[src/rtl/shift_add_multiplier.sv]
// Sequential signed multiplier, radix-2 Booth recoding, one add/sub-and-shift
// step per clock. Product is available B_bits+1 edges after start is sampled.
//
// Ports:
//   CLK       in   system clock, rising edge
//   RESET_N   in   asynchronous active-low reset
//   start     in   level request; must drop before the next request
//   A         in   signed multiplicand, A_bits wide
//   B         in   signed multiplier, B_bits wide (sets iteration count)
//   S         out  signed product, A_bits+B_bits wide, registered
//   fin_mult  out  completion flag, registered
//
// Optional build macro: MULT_ZERO_SKIP_EN -- when defined, a zero operand
// bypasses the Booth iterations and completes at edge 1 with S = 0.
module shift_add_multiplier #(
  parameter int unsigned A_bits = 8,
  parameter int unsigned B_bits = 8
) (
  input  logic                       CLK,
  input  logic                       RESET_N,
  input  logic                       start,
  input  logic [A_bits-1:0]          A,
  input  logic [B_bits-1:0]          B,
  output logic [A_bits+B_bits-1:0]   S,
  output logic                       fin_mult
);

  localparam int unsigned ACC_W  = A_bits + 1;
  localparam int unsigned PROD_W = A_bits + B_bits;
  localparam int unsigned CNT_W  = $clog2(B_bits + 1);

  typedef enum logic [1:0] {
    IDLE = 2'd0,
    CALC = 2'd1,
    DONE = 2'd2
  } state_t;

  state_t              state, state_nxt;
  logic [ACC_W-1:0]    m, m_nxt;
  logic [ACC_W-1:0]    acc, acc_nxt;
  logic [B_bits-1:0]   q, q_nxt;
  logic                q_1, q_1_nxt;
  logic [CNT_W-1:0]    cnt, cnt_nxt;
  logic [PROD_W-1:0]   s_nxt;
  logic                fin_nxt;
  logic [ACC_W-1:0]    booth_sum;
  logic                zero_op;

`ifdef MULT_ZERO_SKIP_EN
  assign zero_op = (A == '0) || (B == '0);
`else
  assign zero_op = 1'b0;
`endif

  // State register
  always_ff @(posedge CLK or negedge RESET_N) begin
    if (!RESET_N) state <= IDLE;
    else          state <= state_nxt;
  end

  // Next-state logic
  always_comb begin
    state_nxt = state;
    case (state)
      IDLE: if (start) state_nxt = zero_op ? DONE : CALC;
      // cnt reaches zero on this edge: the last Booth step is being taken
      CALC: if (cnt == CNT_W'(1)) state_nxt = DONE;
      // First DONE edge publishes the product; leave only once it is visible
      DONE: if (fin_mult && !start) state_nxt = IDLE;
      default: state_nxt = IDLE;
    endcase
  end

  // Datapath / output next values
  always_comb begin
    m_nxt     = m;
    acc_nxt   = acc;
    q_nxt     = q;
    q_1_nxt   = q_1;
    cnt_nxt   = cnt;
    s_nxt     = S;
    fin_nxt   = fin_mult;
    booth_sum = acc;
    case (state)
      IDLE: begin
        fin_nxt = 1'b0;
        if (start) begin
          m_nxt   = {A[A_bits-1], A};
          acc_nxt = '0;
          q_1_nxt = 1'b0;
          if (zero_op) begin
            // acc/Q left at zero so the DONE edge writes S = 0
            q_nxt   = '0;
            cnt_nxt = '0;
          end else begin
            q_nxt   = B;
            cnt_nxt = CNT_W'(B_bits);
          end
        end
      end
      CALC: begin
        case ({q[0], q_1})
          2'b10:   booth_sum = acc - m;
          2'b01:   booth_sum = acc + m;
          default: booth_sum = acc;
        endcase
        // Arithmetic right shift of {acc, Q, q_1}
        acc_nxt = {booth_sum[ACC_W-1], booth_sum[ACC_W-1:1]};
        q_nxt   = {booth_sum[0], q[B_bits-1:1]};
        q_1_nxt = q[0];
        cnt_nxt = cnt - CNT_W'(1);
      end
      DONE: begin
        if (!fin_mult) begin
          // Guard bit is redundant in the final product; drop the top bit
          s_nxt   = PROD_W'({acc, q});
          fin_nxt = 1'b1;
        end else if (!start) begin
          fin_nxt = 1'b0;
        end
      end
      default: fin_nxt = 1'b0;
    endcase
  end

  // Datapath and output registers
  always_ff @(posedge CLK or negedge RESET_N) begin
    if (!RESET_N) begin
      m        <= '0;
      acc      <= '0;
      q        <= '0;
      q_1      <= 1'b0;
      cnt      <= '0;
      S        <= '0;
      fin_mult <= 1'b0;
    end else begin
      m        <= m_nxt;
      acc      <= acc_nxt;
      q        <= q_nxt;
      q_1      <= q_1_nxt;
      cnt      <= cnt_nxt;
      S        <= s_nxt;
      fin_mult <= fin_nxt;
    end
  end

endmodule

[config.mk]
export PLATFORM = sky130hd
export DESIGN_NAME = shift_add_multiplier
export DESIGN_NICKNAME = d
export VERILOG_FILES = /design/src/rtl/shift_add_multiplier.sv
export SDC_FILE = /design/constraint.sdc
export NUM_CORES = 1
export LEC_CHECK = 0
export ABC_AREA = 1
export CAP_MARGIN = 30
export CELL_PAD_IN_SITES_DETAIL_PLACEMENT = 1
export CELL_PAD_IN_SITES_GLOBAL_PLACEMENT = 2
export CORE_MARGIN = 2
export CORE_UTILIZATION = 32
export DETAILED_ROUTE_END_ITERATION = 6
export PLACE_DENSITY_LB_ADDON = 0.1
export SETUP_SLACK_MARGIN = 0.5
export SYNTH_ARGS = -nofsm -noshare
export SYNTH_HDL_FRONTEND = slang
export SYNTH_SLANG_ARGS = --single-unit
export TNS_END_PERCENT = 5
[constraint.sdc]
create_clock -name CLK -period 2.8 [get_ports CLK]
set_input_delay 0.28 -clock CLK [delete_from_list [all_inputs] [get_ports CLK]]
set_output_delay 0.28 -clock CLK [all_outputs]
set_load 0.005 [all_outputs]
# Yosys cells after proc, flatten, opt, wreduce, memory -nomap -nowiden
# Cells that the tools add are included.
# word_totals
ff_bits	49
in_bits	19
output_inout_bits	17
# classes
addsub	3
n_bitwise	1
mux	16
n_eq_ne	8
n_reduce_logical	8
# op_table
operator	n
9-bit case mux with 2 select lines	2
8-bit case mux with 2 select lines	1
9-bit adder	1
9-bit two-way mux	1
9-bit subtractor	1
8-bit two-way mux	1
4-bit case mux with 2 select lines	1
2-bit two-way mux	3
2-bit != test (second input constant)	3
2-bit case mux with 3 select lines	1
2-bit AND reduction	3
2-bit by 1-bit equality test with 1-bit output (second input constant)	2
2-bit equality test (second input constant)	2
4-bit by 1-bit equality test with 1-bit output (second input constant)	1
4-bit two-way mux	1
1-bit case mux with 2 select lines	2
4-bit by 1-bit subtractor with 4-bit output (second input constant)	1
1-bit two-way mux	3
3-bit AND reduction	1
2-bit logical NOT	1
2-bit nonzero test	1
1-bit logical AND	1
1-bit logical NOT	1
1-bit inverter	1

# Longest topological paths before layout
# logic_depth
depth_word	4
mapped_depth	16
ltp_nobuf	16

# Worst setup path after synthesis
# OpenSTA, ideal clock, no wires.
# synth_timing
path_type	reg2reg
start	register m[0]
end	register acc[7]
arrival_ps	1982
path_slack_ps	700
path_stages_with_launch	17
n_path_buf	0
required_time_ps	2683
path_cell_list	dfrtp_1 inv_1 ha_1 inv_1 nor2_1 nand2_1 o31ai_1 xnor2_1 ha_1 nand2_1 inv_1 nand2_1 nand2_1 a21oi_1 nand3_1 nand3_1 nand2_1
# synth_between
elab_chain_cells	3
word_cells_on_any_way	4
cone_classes	add/sub (2); mux (2)
# synth_rtl
item	line	source
start: declaration	39	logic [ACC_W-1:0] m, m_nxt;
start signal: assignment	137	m <= m_nxt;
9-bit adder / 9-bit subtractor (equally long branches)	104, 103	
9-bit case mux with 2 select lines *	102	case ({q[0], q_1})
9-bit case mux with 2 select lines *	84	case (state)
end signal: assignment	138	acc <= acc_nxt;
end: declaration	40	logic [ACC_W-1:0] acc, acc_nxt;
# Every way passes the cells marked *; elsewhere a longest branch is shown, timed or not.
# A chain may end at the register's enable or synchronous reset.

# Final worst setup path
# layout_timing
start	register m[0]
end	register acc[3]
# Same word-level chain as after synthesis.

==> impl_metrics.env <==
export IMPL_status="completed"
export IMPL_syn_inst=315
export IMPL_globalRouteOverflowTotal=0
export IMPL_setup_viol=0
export IMPL_clk_pin_slew_ps=100
export IMPL_synth_compound_area_share_pct=14.5
export IMPL_grt_pass1_wl_mm=12.2
export IMPL_maxCapViolations=0
export IMPL_crit_path_end_kind="register"
export IMPL_finalHoldViolations=0
export IMPL_gp_congestion=0.775
export IMPL_cp_max_fo=4
export IMPL_grt_pass1_vias=2510
export IMPL_yosysTopAreaCellShare_pct=46.7
export IMPL_cpPeakStageDelay_ps=390
export IMPL_synth_simple_gate_area_share_pct=20.6
export IMPL_worstMarginPinSlew_ps=897
export IMPL_ys_flop_type="dfrtp_1"
export IMPL_clockBufferDepth=2
export IMPL_netlist_area_um2=2570
export IMPL_critical_path_class="reg -> reg"
export IMPL_timing_slew_headroom_pct=40.2
export IMPL_cts_sinks=48
export IMPL_dieArea_um2=8780
export IMPL_synth_xor_area_share_pct=2.38
export IMPL_drt_total_wl_mm=7.17
export IMPL_grt_setup_unrepaired="true"
export IMPL_startpoint_type="register"
export IMPL_io_pins=36
export IMPL_synthAdderAreaFrac_pct=6.61
export IMPL_clock_latency_ps=310
export IMPL_yosys_area_top_type="dfrtp_1"
export IMPL_fp_row_count=32
export IMPL_routedWlPerCell_um=15.2
export IMPL_clock_fmax_mhz=454
export IMPL_die_h_um=93.7
export IMPL_hold_class="in -> async"
export IMPL_drt_iter0_markers=64
export IMPL_nets=402
export IMPL_setup_tns_final_ps=0
export IMPL_die_x_um=93.7
export IMPL_clock_skew_ps=8.40
export IMPL_yosysSeqAreaShare_pct=46.7
export IMPL_final_common_cell="nand2_1"
export IMPL_synth_cell_types=31
export IMPL_drc=0
export IMPL_root_buffer="clkbuf_8"
export IMPL_fin_crit_ps=2200
export IMPL_crit_path_cell_trace="inv_2 -> ha_4 -> inv_2 -> nor2_4 -> nand2_2 -> buf_4 -> nand2_2 -> xnor2_2 -> ha_1 -> buf_4 -> buf_4 -> a21oi_1 -> o21ai_1 -> a22oi_1"
export IMPL_ys_warn_count=0
export IMPL_detail_route_vias_per_cell=4.88
export IMPL_htreeDepth=2
export IMPL_synth_top_family_by_area="simple AND/OR/NAND/NOR gates"
export IMPL_antenna_cells=0
export IMPL_layout_common_cells="71 x nand2_1, 48 x dfrtp_1, 41 x inv_1, 34 x clkdlybuf4s50_1, 25 x o21ai_0"
export IMPL_async_flop_share_pct=100
export IMPL_drive_gt1_share_pct=19.5
export IMPL_path_common_cell="buf_4"
export IMPL_antenna_found_initial=0
export IMPL_postRouteAntennaNets=0
export IMPL_r2r_slack_ps=600
export IMPL_drtPass1Iterations=4
export IMPL_synth_mux_area_share_pct=0
export IMPL_vias=2303
export IMPL_synth_area_leaders="dfrtp_1 47%, nand2_1 12%, inv_1 6.7%"
export IMPL_io_buffer_count=35
export IMPL_cp_slowest_cell="dfrtp_1"
export IMPL_core_area_um2=7770
export IMPL_synth_nets=347
export IMPL_start_util_pct=33.1
export IMPL_hpwl_mm=5.06
export IMPL_cts_tree="done"
export IMPL_areaGrowthSynthToFinish_pct=32.6
export IMPL_ys_seq_elements=48
export IMPL_drv_slew=0
export IMPL_grt_start_max_net_pins=35
export IMPL_period_share_pct=78.7
export IMPL_crit_required_ps=3030
export IMPL_cp_data_arrival_time_ps=2430
export IMPL_grtUsageTotal_pct=17.6
export IMPL_cts_buffers=5
export IMPL_syn_avg_cell_area_um2=8.17
export IMPL_synth_edf_count=0
[layout make-up]
class,instances,area (um^2)
clock buffers,5,68.8
repair buffers,55,498
fillers,937,4360
clock inverters,2,12.5
flip-flops and latches,48,1200
multi-input cells,209,1310
well taps,102,128
inverters,51,191
[worst max-delay path, delay by kind of cell (launching register included)]
kind	cells	cell delay, ps
xor gates and xnor gates	1	70
buffers and inverters	5	540
adders and majority gates	2	500
DFF	1	390
and+or+nand+nor	3	230
AOI/OAI and AO/OA	3	390
[final timing paths]
kind                               startpoint                 end  cells after the start
max                          m[0]$_DFFE_PN0P_  acc[3]$_DFFE_PN0P_                     14
max in group asynchronous             RESET_N    m[7]$_DFFE_PN0P_                      3
max reg2reg                  m[0]$_DFFE_PN0P_  acc[3]$_DFFE_PN0P_                     14
min reg2reg                cnt[3]$_DFFE_PN0P_  cnt[3]$_DFFE_PN0P_                      1
min                                   RESET_N    S[5]$_DFFE_PN0P_                      2
min in group CLK           cnt[3]$_DFFE_PN0P_  cnt[3]$_DFFE_PN0P_                      1
[cell families (layout without fill, tap and decap cells)]
logic type | Yosys count | count (layout)
compound gates | 67 | 67
flops | 48 | 48
xor+xnor | 7 | 7
fa+ha+maj | 13 | 13
simple gates | 122 | 122
buf+inv | 58 | 113
[synth_stat cells (all sizes together), types with 4 or more instances]
library cell,instances
a21oi,11
dfrtp,48
o21ai,41
inv,51
nand4,4
a22oi,9
nor2,13
buf,7
ha,12
xor2,4
nand2,80
nand3,20
[stage by stage]
step           util, %  std cells  setup WS, ps  cell area, um^2  hold WS, ps
5_1_grt           43.9        472           417             3410          444
3_3_place_gp      38.7        446           351             3010          219
3_5_place_dp      38.7        446           303             3010          219
6_report          43.9        472           595             3410          401
4_1_cts           41.4        466           461             3220          409
2_1_floorplan        -        315           700             2570        -15.6
[sequential cells by signal, indices dropped and copies added (netlist names)]
signal,flops
q,8
fin_mult,1
m,8
cnt,4
state,2
S,16
acc,8
q_1,1
[per-layer routing]
metal,part of all wire [%],vias to the layer above,global-route usage [%]
met5,0,-,0
met4,1.3,0,4.35
met3,1.8,9,2.25
met2,50,24,31.3
met1,47,1140,22.5
li1,-,1130,-
[what timing repair did]
item	CTS	global route
resized for setup	10	33
hold endpoints to repair	14	0
buffers inserted	12	6
endpoints found under the setup margin	3	6
hold buffers	1	0
pin swaps	9	15
Power is not shown: default switching activity piles up to over one toggle a cycle in this logic, so the estimate is an artifact.
